### config.mk
export PLATFORM = sky130hd
export DESIGN_NAME = instr_mem_ctrl
export DESIGN_NICKNAME = d
export VERILOG_FILES = /design/src/rtl/instr_mem_ctrl.sv
export SDC_FILE = /design/constraint.sdc
export NUM_CORES = 1
export LEC_CHECK = 0
export BUFFER_PORTS_ARGS = -buffer_cell sky130_fd_sc_hd__buf_2
export CAP_MARGIN = 30
export CELL_PAD_IN_SITES_DETAIL_PLACEMENT = 1
export CELL_PAD_IN_SITES_GLOBAL_PLACEMENT = 2
export CORE_ASPECT_RATIO = 0.7
export CORE_MARGIN = 2
export CORE_UTILIZATION = 22
export CTS_CLUSTER_SIZE = 28
export DETAILED_ROUTE_END_ITERATION = 7
export GPL_TIMING_DRIVEN = 0
export PLACE_DENSITY = 0.94
export SETUP_SLACK_MARGIN = 0.1
export SLEW_MARGIN = 15
export SYNTH_ARGS = -nofsm -noshare
export SYNTH_HDL_FRONTEND = slang
export SYNTH_SLANG_ARGS = --single-unit
export TNS_END_PERCENT = 10
### constraint.sdc
create_clock -name clk -period 3.5 [get_ports clk]
set_input_delay 0.525 -clock clk [delete_from_list [all_inputs] [get_ports clk]]
set_output_delay 0.525 -clock clk [all_outputs]
set_load 0.005 [all_outputs]
### src/rtl/instr_mem_ctrl.sv
// Instruction memory access controller: round-robin fetch/loader arbiter
// driving the shared fetch_en/pc/instruction port, with a turnaround after writes.
module instr_mem_ctrl #(
    parameter int AW = 6,
    parameter int DW = 30
) (
    input  logic          clk,
    input  logic          rst_n,
    input  logic          f_req,
    input  logic [AW-1:0] f_addr,
    output logic          f_gnt,
    output logic          f_rvalid,
    output logic [DW-1:0] f_rdata,
    input  logic          l_req,
    input  logic [AW-1:0] l_addr,
    input  logic [DW-1:0] l_wdata,
    output logic          l_gnt,
    output logic          mem_fetch_en,
    output logic [AW-1:0] mem_pc,
    output logic [DW-1:0] mem_wdata,
    output logic          mem_wdata_oe,
    input  logic [DW-1:0] mem_rdata,
    output logic          busy
);

    typedef enum logic [1:0] {
        IDLE,
        RD,
        WR,
        TURN
    } state_t;

    state_t        state_q, state_d;
    logic          last_ld_q;
    logic          arb_en;
    logic [AW-1:0] pc_q;
    logic [DW-1:0] wdata_q;
    logic          fetch_en_q;
    logic          oe_q;
    logic          rvalid_q;
    logic          busy_q;

    // last_ld_q set means the loader won most recently, so fetch wins a tie
    assign arb_en = (state_q != WR);
    assign f_gnt  = arb_en & f_req & (~l_req | last_ld_q);
    assign l_gnt  = arb_en & l_req & (~f_req | ~last_ld_q);

    always_comb begin
        state_d = IDLE;
        unique case (1'b1)
            (state_q == WR): state_d = TURN;
            f_gnt:           state_d = RD;
            l_gnt:           state_d = WR;
            default:         state_d = IDLE;
        endcase
    end

    always_ff @(posedge clk) begin
        if (!rst_n) begin
            state_q    <= IDLE;
            last_ld_q  <= 1'b1;
            pc_q       <= '0;
            wdata_q    <= '0;
            fetch_en_q <= 1'b1;
            oe_q       <= 1'b0;
            rvalid_q   <= 1'b0;
            busy_q     <= 1'b0;
        end else begin
            state_q    <= state_d;
            fetch_en_q <= (state_d != WR);
            oe_q       <= (state_d == WR);
            busy_q     <= (state_d != IDLE);
            rvalid_q   <= (state_q == RD);
            if (f_gnt) begin
                pc_q      <= f_addr;
                last_ld_q <= 1'b0;
            end
            if (l_gnt) begin
                pc_q      <= l_addr;
                wdata_q   <= l_wdata;
                last_ld_q <= 1'b1;
            end
        end
    end

    assign mem_fetch_en = fetch_en_q;
    assign mem_wdata_oe = oe_q;
    assign mem_pc       = pc_q;
    assign mem_wdata    = wdata_q;
    assign f_rvalid     = rvalid_q;
    assign f_rdata      = mem_rdata;
    assign busy         = busy_q;

endmodule

==> results.md, run 1 <==
- The floorplan step defined a die boundary enclosing 10,000 µm².
- The clock-pin slew on the worst setup and hold paths is 60 ps.
- The layout overhead on the synthesized area is 44.0%.
- The minimum period implied by the final worst setup slack is 2000 ps.
- For this block, the via count after detailed routing is 1,946.
- In this run the worst hold path is classified as flop to flop.
- The number of nets produced by synthesis is 300.
- The detailed router finished its first iteration with 69 violations.
- The area occupied by multi-input gates is 806 µm².
- The worst setup path startpoint is last_ld_q.
- The synthesized netlist cell count is 224.
- The placed wire-length estimate is 4690 µm.
- The fmax is 499 MHz.
- The number of antenna violations at the first check in global routing came to 0.
- The maximum fanout count along the critical path is 10.
- OpenSTA, run right after detailed placement, puts the worst setup slack at 1510 ps.
- The setup TNS is 0 ps.
- Global routing finished with a remaining overflow of 0.
- The die span in x is 119 µm.
- Routability-driven placement finished with a final weighted congestion of 0.714.
- The setup clock skew after layout is 6.68 ps.
- Headroom to the max-slew limit came out at 64.9%.
- The tree is rooted in a sky130_fd_sc_hd__clkbuf_16.
- The final-report max-slew violation count is 0.
- Max-cap violations in this run came to 0.
- The maximum level of the CTS H-tree is 2.
- The total setup violations reported at the end of the flow is 0.
- During placement, the flow inserted port buffers numbering 116.
- The synthesized design contains 0 enable-type register cells.
- STA classifies the critical path startpoint as a flop.
- The type of the worst setup path is flop to output pin.
- The critical path ends at l_gnt.
- The smallest setup slack after layout is 1500 ps.
- The post-layout total power is 1280 µW.
- TritonCTS built the clock tree.
- The number of ports placed on the die boundary is 148.
- In this run, post-CTS hold repair placed 0 buffers.
- Dividing the detail-routed via count by the number of cells gives 4.12.
- The wire length of the first global-routing pass is 9610 µm.
- In the synthesized netlist, the cells that appear most often are 68 x sky130_fd_sc_hd__nand2_1, 43 x sky130_fd_sc_hd__dfxtp_1, 30 x sky130_fd_sc_hd__buf_4, 30 x sky130_fd_sc_hd__mux2i_1, 9 x sky130_fd_sc_hd__a21oi_1.
- The required time at the endpoint of the critical path is 2970 ps.
- The total DRC errors in the routed layout is 0.
- The maximum number of pins on one net before global-route repair is 13.
- The peak supply drop is 0.160 mV.
- Once the floorplan was initialized, standard cells occupied 22.5% of the core.
- In the final layout, flip-flops and latches occupy 861 µm².
- In the synthesized netlist the dominant register cell turns out to be sky130_fd_sc_hd__dfxtp_1.
- Dividing total power by cell area gives a power density of 438 nW/µm².
- The setup slack of the worst register-to-register path is 2180 ps.
- The clock net in this run drives a total of 43 sinks.
- After floorplanning, the core was divided into 29 placement rows.
- Fill cells in the final layout number 1,124.
- The final hold violation count is 0.
- The post-synthesis sequential area ratio is 42.5%.
- Data arrives at the worst endpoint at 1480 ps.
- The flow ran to the end, and the final reports show no timing, DRC or antenna violations.
- The number of antenna repair diodes is 0.
- The number of global-route vias before repair was 2,001.
- Dividing the detail-routed wire length by the instance count gives 12.8 µm.
- The actual slew at the worst max-slew pin is 526 ps.
- Summing every instance area after synthesis gives 2030 µm².
- The count of nets after finishing is 423.
- By instance count, the leading cell after synthesis is sky130_fd_sc_hd__nand2_1.
- The endpoint identified for the worst register-to-register timing path is mem_wdata_oe.
- Post-CTS timing repair inserted 0 buffers for setup.
- The overall fraction of global-route tracks in use is 11.9%.
- The number of buffers added by the clock tree synthesis step is 5.
- After synthesis the netlist holds a flip-flop and latch count of 43.
- The path depth of the worst reg2reg path is 5.
- The Yosys step of the flow raised 0 warnings.
- The start of the worst register-to-register path is last_ld_q.
- The cell type with the largest total area after synthesis is sky130_fd_sc_hd__dfxtp_1.
- The area share of the leading cell type in the synthesized netlist is 42.5%.
- Measured along the y axis, the die boundary spans 84.3 µm.
- The first detailed-routing pass ran for 4 iterations.
- Summed over all cells, the static leakage comes to 0.00146 µW.
- Summed over all layers, the routed wires come to 6050 µm.
- The clock reaches the later pin of the worst-skew pair after 290 ps.
- The share of synthesized registers carrying an async set or reset is 0%.
- The number of different library cells in the post-synthesis netlist is 24.
- Setup repair after global routing left no endpoint under its margin.
- The kind of end point of the critical path is an output pin.
- The maximum count of clock buffers along a single path is 2.
- The per-instance average area after synthesis is 9.04 µm².
- The quantity of gates resized following cts is 0.
- Of the cells placed in the final design, the portion with a size suffix greater than 1 is 49.1%.
- The worst path uses 57.2% of the clock period.
- Ranked by total cell area, the synthesized netlist is headed by sky130_fd_sc_hd__dfxtp_1 42%, sky130_fd_sc_hd__mux2i_1 15%, sky130_fd_sc_hd__nand2_1 13%, sky130_fd_sc_hd__buf_4 11%, sky130_fd_sc_hd__a311oi_2 4.4%.
- The residual antenna-violating net count after detailed routing is 0.
- The core box area is 9000 µm².
-- stage by stage --
stage | hold slack, ps | instance area, µm² | util, % | instances
6_report | 450 | 2920 | 32.4 | 472
5_1_grt | 477 | 2920 | 32.4 | 472
4_1_cts | 459 | 2920 | 32.4 | 472
3_5_place_dp | 447 | 2760 | 30.7 | 464
3_3_place_gp | 438 | 2760 | 30.7 | 464
2_1_floorplan | 404 | 2030 | - | 224
-- routing by layer --
| metal | global-route usage [%] | wire length, µm |
|---|---|---|
| met5 | 0 | 0 |
| met4 | 3.35 | 71 |
| met3 | 5.64 | 552 |
| met2 | 19.6 | 2700 |
| met1 | 14.0 | 2730 |
-- area by class of cell --
| type | count | area share, % |
|---|---|---|
| inverter | 2 | 0.257 |
| multi-input combinational | 134 | 27.6 |
| buffer | 45 | 12.0 |
| tap | 124 | 5.32 |
| timing repair buffer | 116 | 19.9 |
| clock buffer | 8 | 5.36 |
| sequential | 43 | 29.5 |
-- cell families (layout without fill, tap and decap cells) --
logic type,Yosys count,count (layout),synth area share (%)
mux,30,30,14.8
compound gates,18,18,7.66
flops,43,43,42.5
buf+inv,47,171,17.7
simple gates,86,86,17.3
-- worst min path at each step --
stage               cells after the start             to     startpoint
floorplan                               1       f_rvalid     state_q[1]
global placement                        1       f_rvalid     state_q[1]
detailed placement                      2  mem_wdata[11]  mem_wdata[11]
CTS                                     1       f_rvalid     state_q[1]
global route                            2  mem_wdata[26]  mem_wdata[26]
finish                                  1       f_rvalid     state_q[1]
-- critical path, cell delays in order, from the launching register on --
cell and delay (ps):
sky130_fd_sc_hd__dfxtp_1 390, sky130_fd_sc_hd__nand2_2 140, sky130_fd_sc_hd__and3_1 230, sky130_fd_sc_hd__buf_6 150, sky130_fd_sc_hd__buf_8 150, sky130_fd_sc_hd__buf_2 130
-- power breakdown --
part / total, µW / internal (µW) / switching, µW / leakage [µW]
registers: 543 / 526 / 17.5 / 0.000354
logic: 241 / 130 / 111 / 0.00103
clock network: 492 / 304 / 188 / 0.0000772
-- sequential cells by signal, indices dropped and copies added, names as in the netlist --
register      count
mem_wdata        30
state_q           2
mem_pc            6
f_rvalid          1
busy              1
mem_wdata_oe      1
mem_fetch_en      1
last_ld_q         1
-- cells in the final DEF, fill, tap and decap left out --
| cell type | n |
|---|---|
| sky130_fd_sc_hd__buf_2 | 119 |
| sky130_fd_sc_hd__nand2_1 | 68 |
| sky130_fd_sc_hd__dfxtp_1 | 43 |
| sky130_fd_sc_hd__mux2i_1 | 30 |
| sky130_fd_sc_hd__buf_4 | 30 |
| sky130_fd_sc_hd__a21oi_1 | 9 |
| sky130_fd_sc_hd__clkbuf_1 | 7 |
| sky130_fd_sc_hd__nand3_1 | 6 |
| sky130_fd_sc_hd__a311oi_2 | 6 |
| sky130_fd_sc_hd__nor2_1 | 5 |
| sky130_fd_sc_hd__clkbuf_16 | 5 |
| sky130_fd_sc_hd__buf_6 | 3 |
| sky130_fd_sc_hd__o21ai_0 | 2 |
| sky130_fd_sc_hd__buf_12 | 2 |
| sky130_fd_sc_hd__clkbuf_8 | 2 |
| sky130_fd_sc_hd__nor2b_1 | 1 |
| sky130_fd_sc_hd__inv_1 | 1 |
| sky130_fd_sc_hd__nand2b_1 | 1 |
| sky130_fd_sc_hd__nand2_2 | 1 |
| sky130_fd_sc_hd__and3_1 | 1 |
| sky130_fd_sc_hd__buf_8 | 1 |
| sky130_fd_sc_hd__clkinv_1 | 1 |
| sky130_fd_sc_hd__or2_1 | 1 |
| sky130_fd_sc_hd__and2_4 | 1 |
| sky130_fd_sc_hd__a21bo_2 | 1 |
| sky130_fd_sc_hd__and2_1 | 1 |
No activity file was read; power rests on OpenSTA's default activity.
==> inputs of run 2 (changes only) <==
--- a/config.mk
+++ b/config.mk
@@ -11,11 +11,11 @@
 export CELL_PAD_IN_SITES_GLOBAL_PLACEMENT = 2
 export CORE_ASPECT_RATIO = 0.7
 export CORE_MARGIN = 2
-export CORE_UTILIZATION = 22
+export CORE_UTILIZATION = 21
 export CTS_CLUSTER_SIZE = 28
 export DETAILED_ROUTE_END_ITERATION = 7
 export GPL_TIMING_DRIVEN = 0
-export PLACE_DENSITY = 0.94
+export PLACE_DENSITY = 0.91
 export SETUP_SLACK_MARGIN = 0.1
 export SLEW_MARGIN = 15
 export SYNTH_ARGS = -nofsm -noshare
==> constraint.sdc (replaced) <==
create_clock -name clk -period 1.9 [get_ports clk]
set_input_delay 0.285 -clock clk [delete_from_list [all_inputs] [get_ports clk]]
set_output_delay 0.285 -clock clk [all_outputs]
set_load 0.005 [all_outputs]
==> results.md, run 2 (same netlist as run 1, synthesis figures left out) <==
- The overall fraction of global-route tracks in use is 11.4% (-0.55 points).
- The die span in x came to 121 µm (+2.3%).
- The hold-critical path depth was 3 (+2).
- The met2 routed wirelength is 2890 µm (+6.8%).
- The critical path launch point type is a flop.
- The total DRC errors in the routed layout came to 0 (unchanged).
- The clock latency of the later-clocked register in the worst-skew pair is 280 ps (about the same).
- The setup TNS is 0 ps (unchanged).
- The number of sinks on the clock net is 43 (unchanged).
- The routed length on met3 is 474 µm (-14%).
- The maximum level of the CTS H-tree came to 2 (unchanged).
- The number of post-CTS setup repair buffers is 0 (unchanged).
- The number of ports placed on the die boundary is 148 (unchanged).
- The final wirelength is 6040 µm (-0.17%).
- The clock period could shrink to 1710 ps.
- The total via count in the routed design is 1,930 (-0.82%).
- The switching power share of the total is 25.0% (+0.15 points).
- The final cycle utilization of the critical path is 90.0%.
- The maximum count of clock buffers along a single path is 2 (unchanged).
- The starting density of the core was 22.0% (-0.53 points).
- The layout overhead on the synthesized area is 44.1% (about the same).
- The area enclosed by the die boundary was 10,500 µm² (+4.6%).
- The global placement routability congestion is 0.698 (-2.3%).
- The stage delay of the slowest cell on the critical path is 360 ps (-30 ps).
- The critical path goes through nand2_2 -> and3_1 -> buf_6 -> buf_8 -> buf_2.
- Derived from the worst setup path, the maximum achievable clock frequency is 585 MHz.
- Leaving out fill and tap cells, the most frequent cell in the layout is sky130_fd_sc_hd__buf_2.
- The total of max-cap violations is 0 (unchanged).
- Setup repair after global routing left no endpoint under its margin.
- The global-route congestion overflow total is 0 (unchanged).
- The maximum fanout count along the critical path is 10 (unchanged).
- The actual slew at the worst max-slew pin is 490 ps (-36.4 ps).
- The number of antenna violations at the first check in global routing came to 0 (unchanged).
- TritonCTS built the clock tree.
- The power share of the combinational group is 18.7% (-0.2 points).
- The violation count after the first detailed-route iteration came to 55 (-20%).
- The placed wire-length estimate was 4710 µm (+0.57%).
- The count of nets after finishing is 423 (unchanged).
- The share of the core filled with cells is 31.7% (-0.75 points).
- The post-layout total power came to 2360 µW (+85%).
- The cell family with the largest share of critical-path delay is buffers and inverters.
- The clock-pin slew on the worst setup and hold paths is 60 ps (about the same).
- The maximum number of pins on one net before global-route repair is 13 (unchanged).
- The total setup violations reported at the end of the flow is 0 (unchanged).
- The final routed wire length divided by cell count is 12.8 µm (-0.17%).
- The power share of the sequential group was 42.5% (about the same).
- The number of buffers added by the clock tree synthesis step is 5 (unchanged).
- The count of TritonRoute iterations in the first routing pass is 4 (unchanged).
- The length of routed wiring on met1 is 2640 µm (-3.1%).
- The number of hold-repair buffers added at the cts stage came to 0 (unchanged).
- The standard-cell row count is 29 (unchanged).
- The setup clock skew after layout is 2.74 ps (-3.95 ps).
- The share of post-route cells with drive strength above 1 is 49.4% (+0.29 points).
- The final hold violation count is 0 (unchanged).
- The highest-delay cell along the critical path is sky130_fd_sc_hd__dfxtp_2.
- The critical path is of the flop to output pin type.
- The wire length of the first global-routing pass was 9380 µm (-2.4%).
- The number of buffer and inverter stages on the critical path came to 3 (unchanged).
- The number of buffer cells added on primary ports is 116 (unchanged).
- The path class of the tightest hold or removal check is primary input to flop.
- The cell depth of the worst setup path is 5 (unchanged).
- The quantity of gates resized following cts is 0 (unchanged).
- The buffer cell driving the clock tree root is sky130_fd_sc_hd__clkbuf_16.
- The share of power burned in the clock network is 38.8% (+0.2 points).
- The number of global-route vias before repair was 1,955 (-2.3%).
- The core box area was 9220 µm² (+2.4%).
- The worst path arrival time is 1430 ps (-50 ps).
- The worst setup path is captured at an output pin.
- The top cell types in the final layout, fill and taps aside, are 119 x sky130_fd_sc_hd__buf_2, 68 x sky130_fd_sc_hd__nand2_1, 42 x sky130_fd_sc_hd__dfxtp_1.
- The switching component of the power is 589 µW (+86%).
- The total power divided by cell area is 808 nW/µm² (+85%).
- The die span in y is 86.2 µm (+2.2%).
- The flip-flop count of the largest register, all copies and words added was 30 (unchanged).
- The flow ran to the end, and the final reports show no timing, DRC or antenna violations.
- The peak supply drop came to 0.295 mV (+85%).
- The final-report max-slew violation count was 0 (unchanged).
- The required time at the endpoint of the critical path came to 1620 ps (-1350 ps).
- The path depth of the worst reg2reg path came to 5 (unchanged).
- The internal power is 1770 µW (+84%).
- The detailed router used layers up to and including met4.
- The leakage power figure is 0.00146 µW (about the same).
- The number of antenna repair diodes is 0 (unchanged).
- The residual antenna-violating net count after detailed routing came to 0 (unchanged).
- The number of vias per cell is 4.09 (-0.82%).
- The worst slew margin relative to its limit was 67.4% (+2.4 points).
run 2: cell counts in the layout (fill, tap and decap cells not counted):
Identical to the previous run, type by type.
run 2: worst register-to-register path: stages (launching register included):
cell                      delay, ps
sky130_fd_sc_hd__dfxtp_2        340
sky130_fd_sc_hd__nand2_2        150
sky130_fd_sc_hd__and3_1         210
sky130_fd_sc_hd__buf_6          160
sky130_fd_sc_hd__buf_12         150
sky130_fd_sc_hd__mux2i_1        200
run 2: routing by layer:
metal / vias up / global-route usage [%]
met5: - / 0
met4: 0 / 2.51
met3: 5 / 4.01
met2: 73 / 19.7
met1: 906 / 13.7
li1: 946 / -
run 2: path summary, 6_finish.rpt:
path | from | end | slack (ps)
worst max register to register | last_ld_q | mem_wdata[23] | 610
worst max-delay path | last_ld_q | l_gnt | 190
worst min-delay path | l_wdata[22] | mem_wdata[22] | 250
worst min register to register | mem_wdata[9] | mem_wdata[9] | 460
run 2: final cells by class:
type | instances | area (µm²)
fillers | 1162 | 6300
flip-flops and latches | 43 | 862
multi-input cells | 134 | 806
repair buffers | 116 | 581
plain buffers | 45 | 352
clock buffers | 8 | 156
well taps | 124 | 155
inverters | 2 | 7.51
run 2: power groups by stage:
stage	Combinational, µW	Clock [µW]	Sequential [µW]
final	441	914	1000
after global routing	487	993	1010
after CTS	452	950	1000
after detailed placement	451	0	1020
after global placement	440	0	1020
after floorplan	253	0	1020
run 2: per-stage QoR:
stage | cells | worst slack (ps) | area (µm²) | hold WS, ps
after global routing | 472 | 126 | 2920 | 246
after detailed placement | 464 | 388 | 2760 | 442
after floorplan | 224 | 695 | 2030 | 404
final | 472 | 190 | 2920 | 246
after global placement | 464 | 383 | 2760 | 437
after CTS | 472 | 122 | 2920 | 237
